**src/rtl/pixel_gearbox_pkg.sv**
```systemverilog
// pixel_gearbox_pkg: pixel group geometry and fetch state encoding shared by the reader and writer gearboxes
package pixel_gearbox_pkg;
  localparam int INPUT_DATA_SIZE = 24;
  localparam int PIXELS_PER_GROUP = 64;
  localparam int BEATS_PER_GROUP = 3;
  localparam int GROUP_BITS = 1536;
  localparam int BEAT_BITS = GROUP_BITS / BEATS_PER_GROUP;
  typedef enum logic [1:0] {IDLE, REQ, WAIT, FILL_DONE} fetch_state_e;
endpackage

```
**src/rtl/pixel_group_unpacker.sv**
```systemverilog
// pixel_group_unpacker: ping-pong group buffers, full flags and 24-bit pixel slicing onto a valid/ready stream
module pixel_group_unpacker
  import pixel_gearbox_pkg::*;
(
  input  logic                       m_axi_aclk,
  input  logic                       reset,
  input  logic                       wr_en,
  input  logic [1:0]                 wr_slot,
  input  logic [BEAT_BITS-1:0]       wr_data,
  output logic                       wr_full,
  input  logic                       last_pix,
  input  logic                       pix_ready,
  output logic [INPUT_DATA_SIZE-1:0] pix_data,
  output logic                       pix_valid,
  output logic                       pix_last,
  output logic                       pix_fire
);
  localparam int IW = $clog2(PIXELS_PER_GROUP);
  logic [GROUP_BITS-1:0] buf_q [2];
  logic [GROUP_BITS-1:0] buf_d [2];
  logic [1:0] full_q, full_d;
  logic wr_ptr_q, wr_ptr_d, rd_ptr_q, rd_ptr_d;
  logic [IW-1:0] idx_q, idx_d;
  logic fill, drain;
  assign fill = wr_en && wr_slot == 2'(BEATS_PER_GROUP - 1);
  assign wr_full = full_q[wr_ptr_q];
  assign pix_valid = full_q[rd_ptr_q];
  assign pix_data = pix_valid ? buf_q[rd_ptr_q][INPUT_DATA_SIZE*idx_q +: INPUT_DATA_SIZE] : '0;
  assign pix_last = pix_valid && last_pix;
  assign pix_fire = pix_valid && pix_ready;
  assign drain = pix_fire && (last_pix || idx_q == IW'(PIXELS_PER_GROUP - 1));
  assign wr_ptr_d = fill ? ~wr_ptr_q : wr_ptr_q;
  assign rd_ptr_d = drain ? ~rd_ptr_q : rd_ptr_q;
  assign idx_d = drain ? '0 : pix_fire ? idx_q + 1'b1 : idx_q;
  always_comb begin
    buf_d = buf_q;
    full_d = full_q;
    if (wr_en) buf_d[wr_ptr_q][BEAT_BITS*wr_slot +: BEAT_BITS] = wr_data;
    if (fill) full_d[wr_ptr_q] = 1'b1;
    if (drain) full_d[rd_ptr_q] = 1'b0;
  end
  always_ff @(posedge m_axi_aclk) buf_q <= buf_d;
  always_ff @(posedge m_axi_aclk) begin
    if (reset) begin
      full_q <= '0;
      wr_ptr_q <= 1'b0;
      rd_ptr_q <= 1'b0;
      idx_q <= '0;
    end else begin
      full_q <= full_d;
      wr_ptr_q <= wr_ptr_d;
      rd_ptr_q <= rd_ptr_d;
      idx_q <= idx_d;
    end
  end
endmodule

```
**src/rtl/dram_pixel_unpacker.sv**
```systemverilog
// dram_pixel_unpacker: fetch packed 3-beat pixel groups from DRAM and stream 24-bit pixels; DRAM_PIXEL_UNPACKER_FRAME_LOOP_EN repeats frames
module dram_pixel_unpacker
  import pixel_gearbox_pkg::*;
#(
  parameter int                         DRAM_ADDR_WIDTH = 39,
  parameter logic [DRAM_ADDR_WIDTH-1:0] DRAM_ADDR_BASE  = 39'h400000000,
  parameter int                         DRAM_DATA_WIDTH = 512,
  parameter int                         ADDR_STEP       = 64,
  parameter int                         FRAME_LEN_WIDTH = 24
)(
  input  logic                       m_axi_aclk,
  input  logic                       reset,
  input  logic                       start,
  input  logic [FRAME_LEN_WIDTH-1:0] frame_len,
  output logic                       busy,
  output logic                       done,
  output logic                       dram_read_en,
  output logic [DRAM_ADDR_WIDTH-1:0] dram_read_addr,
  output logic [7:0]                 dram_read_len,
  input  logic                       dram_read_busy,
  input  logic [DRAM_DATA_WIDTH-1:0] dram_read_data,
  input  logic                       dram_read_valid,
  output logic [23:0]                pix_data,
  output logic                       pix_valid,
  input  logic                       pix_ready,
  output logic                       pix_last
);
  localparam int GW = FRAME_LEN_WIDTH - 5;
  function automatic logic [GW-1:0] groups_of(input logic [FRAME_LEN_WIDTH-1:0] n);
    return {1'b0, n[FRAME_LEN_WIDTH-1:6]} + GW'(|n[5:0]);
  endfunction
  fetch_state_e state_q, state_d;
  logic [DRAM_ADDR_WIDTH-1:0] addr_q, addr_d;
  logic [1:0] beat_q, beat_d;
  logic [GW-1:0] groups_q, groups_d;
  logic [FRAME_LEN_WIDTH-1:0] pixels_q, pixels_d;
  logic busy_q, busy_d, done_q, done_d, en_q, en_d;
  logic wr_en, wr_full, beat_last, pix_fire;
`ifdef DRAM_PIXEL_UNPACKER_FRAME_LOOP_EN
  logic [FRAME_LEN_WIDTH-1:0] len_q, len_d;
`endif
  assign wr_en = state_q == WAIT && dram_read_valid;
  assign beat_last = beat_q == 2'(BEATS_PER_GROUP - 1);
  assign busy = busy_q;
  assign done = done_q;
  assign dram_read_en = en_q;
  assign dram_read_addr = addr_q;
  assign dram_read_len = 8'h0;
  always_comb begin
    state_d = state_q;
    addr_d = addr_q;
    beat_d = beat_q;
    groups_d = groups_q;
    pixels_d = pixels_q;
    busy_d = busy_q;
    done_d = 1'b0;
    en_d = 1'b0;
`ifdef DRAM_PIXEL_UNPACKER_FRAME_LOOP_EN
    len_d = len_q;
`endif
    if (start && !busy_q) begin
      busy_d = frame_len != '0;
      done_d = frame_len == '0;
      state_d = frame_len != '0 ? REQ : IDLE;
      addr_d = DRAM_ADDR_BASE;
      beat_d = '0;
      groups_d = groups_of(frame_len);
      pixels_d = frame_len;
`ifdef DRAM_PIXEL_UNPACKER_FRAME_LOOP_EN
      len_d = frame_len;
`endif
    end
    if (state_q == REQ && !dram_read_busy && !wr_full) begin
      en_d = 1'b1;
      state_d = WAIT;
    end
    if (wr_en) begin
      addr_d = addr_q + DRAM_ADDR_WIDTH'(ADDR_STEP);
      beat_d = beat_last ? '0 : beat_q + 1'b1;
      state_d = beat_last ? FILL_DONE : REQ;
    end
    if (state_q == FILL_DONE) begin
      groups_d = groups_q - 1'b1;
      state_d = groups_q == GW'(1) ? IDLE : REQ;
    end
    if (pix_fire) pixels_d = pixels_q - 1'b1;
    if (pix_fire && pix_last) begin
      done_d = 1'b1;
`ifdef DRAM_PIXEL_UNPACKER_FRAME_LOOP_EN
      state_d = REQ;
      addr_d = DRAM_ADDR_BASE;
      beat_d = '0;
      groups_d = groups_of(len_q);
      pixels_d = len_q;
`else
      busy_d = 1'b0;
`endif
    end
  end
  always_ff @(posedge m_axi_aclk) begin
    if (reset) begin
      state_q <= IDLE;
      addr_q <= DRAM_ADDR_BASE;
      beat_q <= '0;
      groups_q <= '0;
      pixels_q <= '0;
      busy_q <= 1'b0;
      done_q <= 1'b0;
      en_q <= 1'b0;
`ifdef DRAM_PIXEL_UNPACKER_FRAME_LOOP_EN
      len_q <= '0;
`endif
    end else begin
      state_q <= state_d;
      addr_q <= addr_d;
      beat_q <= beat_d;
      groups_q <= groups_d;
      pixels_q <= pixels_d;
      busy_q <= busy_d;
      done_q <= done_d;
      en_q <= en_d;
`ifdef DRAM_PIXEL_UNPACKER_FRAME_LOOP_EN
      len_q <= len_d;
`endif
    end
  end
  pixel_group_unpacker u_unpack (
    .m_axi_aclk(m_axi_aclk),
    .reset(reset),
    .wr_en(wr_en),
    .wr_slot(beat_q),
    .wr_data(dram_read_data),
    .wr_full(wr_full),
    .last_pix(pixels_q == FRAME_LEN_WIDTH'(1)),
    .pix_ready(pix_ready),
    .pix_data(pix_data),
    .pix_valid(pix_valid),
    .pix_last(pix_last),
    .pix_fire(pix_fire)
  );
endmodule

```
**config.mk**
```make
export PLATFORM = sky130hd
export DESIGN_NAME = dram_pixel_unpacker
export DESIGN_NICKNAME = d
export VERILOG_FILES = /design/src/rtl/pixel_gearbox_pkg.sv /design/src/rtl/pixel_group_unpacker.sv /design/src/rtl/dram_pixel_unpacker.sv
export SDC_FILE = /design/constraint.sdc
export NUM_CORES = 2
export LEC_CHECK = 0
export BUFFER_PORTS_ARGS = -buffer_cell sky130_fd_sc_hd__buf_2
export CORE_ASPECT_RATIO = 0.5
export CORE_MARGIN = 2
export CORE_UTILIZATION = 62
export CTS_CLUSTER_SIZE = 28
export DETAILED_ROUTE_END_ITERATION = 7
export PLACE_DENSITY = 0.81
export SETUP_SLACK_MARGIN = 0.2
export SLEW_MARGIN = 15
export SYNTH_ARGS = -nofsm -noshare
export SYNTH_HDL_FRONTEND = slang
export SYNTH_HIERARCHICAL = 1
export SYNTH_SLANG_ARGS = --single-unit
```
**constraint.sdc**
```tcl
create_clock -name m_axi_aclk -period 30.6 [get_ports m_axi_aclk]
set_input_delay 1.53 -clock m_axi_aclk [delete_from_list [all_inputs] [get_ports m_axi_aclk]]
set_output_delay 1.53 -clock m_axi_aclk [all_outputs]
set_load 0.02 [all_outputs]
```
==> impl_metrics.ini <==
[run_status]
outcome = finished, final reports clean

[finish]
post_route_cells_drive_above_1_share_pct = 22.3
nets = 8659
syn2layout_area_growth_pct = 10.3
utilization_pct = 68.9
stdcell_count = 11300

[detailed_routing]
dr_wl_met3_um = 67500
via_per_inst = 7.09
drt-initial-drc-count = 14900
vias = 80200
wl_met1_um = 133000
wl_met2_um = 184000
wire_per_inst_um = 36.2
firstDrtPassIters = 6
highest_layer = met5
ant_nets = 0
routed_wl_um = 409000
drc_errors = 0

[min_path]
hp-class = register to register

[worst_setup_path]
worst_setup_path_start_kind = register
critPathKind = register to output pin
worstPathMaxFanout = 91
end_kind = output pin
arrival_ps = 7690
cp_data_required_time_ps = 29070

[die]
core_um2 = 214000
start_util_pct = 62.5
die_h_um = 333
die_x_um = 661
num_rows = 120
io_pins = 618
dieArea_um2 = 220000

[job]
max_cap_violations = 0

[sta]
grt_setup_unrepaired = no
tns_ps = 0
finalSetupViolations = 0
hold_violations = 0
maxSlewViolCount = 0
whs_ps = 453
fmax_ghz = 0.109
relSlewSlack_pct = 10.9
tightest_slew_ps = 1330
fin_crit_sh_pct = 30.1
skew_ps = 54.8
fin_crit_ps = 9220

[cts]
worstSkewPairLatency_ps = 870
root_buffer = clkbuf_16
post_cts_resized = 0
cts_tree = done
postCtsSetupBuffers = 0
cts.sinks = 3165
clockBufferDepth = 4
numCtsBuffers = 275
cts_hold_buf = 0
clk_pin_slew_ps = 70
htreeDepth = 5

[yosys]
yosysSeqAreaShare_pct = 70.3
synthTopCellsByArea = edfxtp_1 69%, mux4_2 10%, and2_1 7.2%
yosys_warnings = 6
synth_common_cells = 3072 x edfxtp_1, 1545 x and2_1, 615 x mux4_2, 282 x mux2i_1, 265 x clkbuf_1
ys_ff_latch = 3165
synth_xor_area_share_pct = 0.150
synth_cells = 7563
synthesis.area_um2 = 134000
synth_compound_area_share_pct = 3.72
yosys.area_share.adder_pct = 0.112
ys.flop_type = edfxtp_1
synth-edff-count = 3072
postSynthAreaPerCell_um2 = 17.7
synth_top_family_by_area = multiplexers
synth_most_common_cell = edfxtp_1
synth-simple-area-share_pct = 9.48
ys_types = 100
ys_async_sr_fraction_pct = 0
synth_top_cell_area_share_pct = 68.9
synth_top_area_cell = edfxtp_1
synth_mux_area_share_pct = 13.7

[placement]
place_hpwl_um = 260000
io_buffers = 603
place_inst = 10700
gp_congestion = 0.895

[grt]
overflow = 0
first_global_vias = 76700
antenna_found_initial = 194
grtUsageTotal_pct = 36.8
grt_max_degree = 201
grt_pass1_wl_um = 567000

[power_and_ir_drop]
fin_total_pwr_mw = 8.31
p_leak_nw = 47.2
vdd.ir_drop.worst_v = 0.0000448
p_per_area_nw_per_um2 = 56.3
==> path summary, 6_finish.rpt <==
kind | slack, ps | end | cells past startpoint | startpoint
max reg2reg | 24870 | u_unpack/buf_q[670] | 7 | state_q[1]
min reg2reg | 450 | dram_read_addr[38] | 1 | dram_read_addr[38]
max | 21380 | pix_data[11] | 12 | u_unpack/rd_ptr_q
min | 450 | dram_read_addr[38] | 1 | dram_read_addr[38]
==> routing by layer <==
layer | track usage [%] | vias to the layer above
met5 | 0 | -
met4 | 19.6 | 46
met3 | 13.4 | 1293
met2 | 53.7 | 7456
met1 | 48.9 | 40200
li1 | - | 31100
==> where the power goes <==
group	internal, mW	switching [mW]	total (mW)
registers	4.72	0.00652	4.73
clock network	1.84	1.55	3.40
logic	0.0658	0.120	0.186
==> flip-flops by register name (all words and copies together), names as in the netlist <==
register	count
u_unpack/buf_q	3072
dram_read_addr	33
pixels_q	24
groups_q	19
u_unpack/idx_q	6
beat_q	2
state_q	2
u_unpack/full_q	2
busy	1
done	1
dram_read_en	1
u_unpack/rd_ptr_q	1
u_unpack/wr_ptr_q	1
==> layout make-up <==
cell class / instances / area, um^2
sequential: 3165 / 94100
fill: 13000 / 66600
multi-input combinational: 3869 / 36600
clock buffer: 347 / 7440
timing repair buffer: 770 / 4480
tap: 2867 / 3590
clock inverter: 121 / 988
antenna: 148 / 370
inverter: 24 / 104
==> metrics by stage <==
| step | setup WS, ps | instance area (um^2) |
|---|---|---|
| after CTS | 21300 | 147000 |
| after detailed placement | 22190 | 139000 |
| after global routing | 21140 | 148000 |
| after floorplan | 6100 | 134000 |
| after global placement | 22220 | 139000 |
| final | 21380 | 148000 |
==> worst max-delay path, cell delays in order (launching register included) <==
cell and delay [ps]:
dfxtp_4 780, buf_12 610, buf_4 650, buf_4 660, buf_4 740, buf_4 730
mux4_2 610, a211oi_1 220, nor3_1 110, nor4_2 940, buf_4 250, a211oi_1 80
buf_2 220
==> cell usage in the layout, fill, tap and decap left out, types with 20 or more instances in the layout <==
cell type and instances:
mux2i_1 282, a21oi_1 130, nor2_1 110, nand3_1 80, clkinv_2 39, dfxtp_1 86, a211oi_1 31, mux4_1 53
o21ai_0 70, o22ai_1 46, nand2_1 173, a22oi_1 101, diode_2 148, nor3_1 53, a31oi_1 41, and2_1 1543
nor4_1 29, o211ai_1 31, a221oi_1 70, edfxtp_1 3072, mux2_2 20, a221o_1 24, nand4_1 23, mux4_2 615
clkbuf_1 58, buf_2 603, clkinv_1 49, buf_4 149, o31ai_1 20, clkbuf_16 288
==> logic make-up (layout without fill, tap and decap cells) <==
family	after synthesis	after routing
DFF	3165	3165
and+or+nand+nor	2150	2150
muxes	971	971
AOI/OAI and AO/OA	699	699
buffers and inverters	542	1262
xor gates and xnor gates	23	23
adders and majority gates	12	12
other	1	162
(Power assumes the default switching activity.)
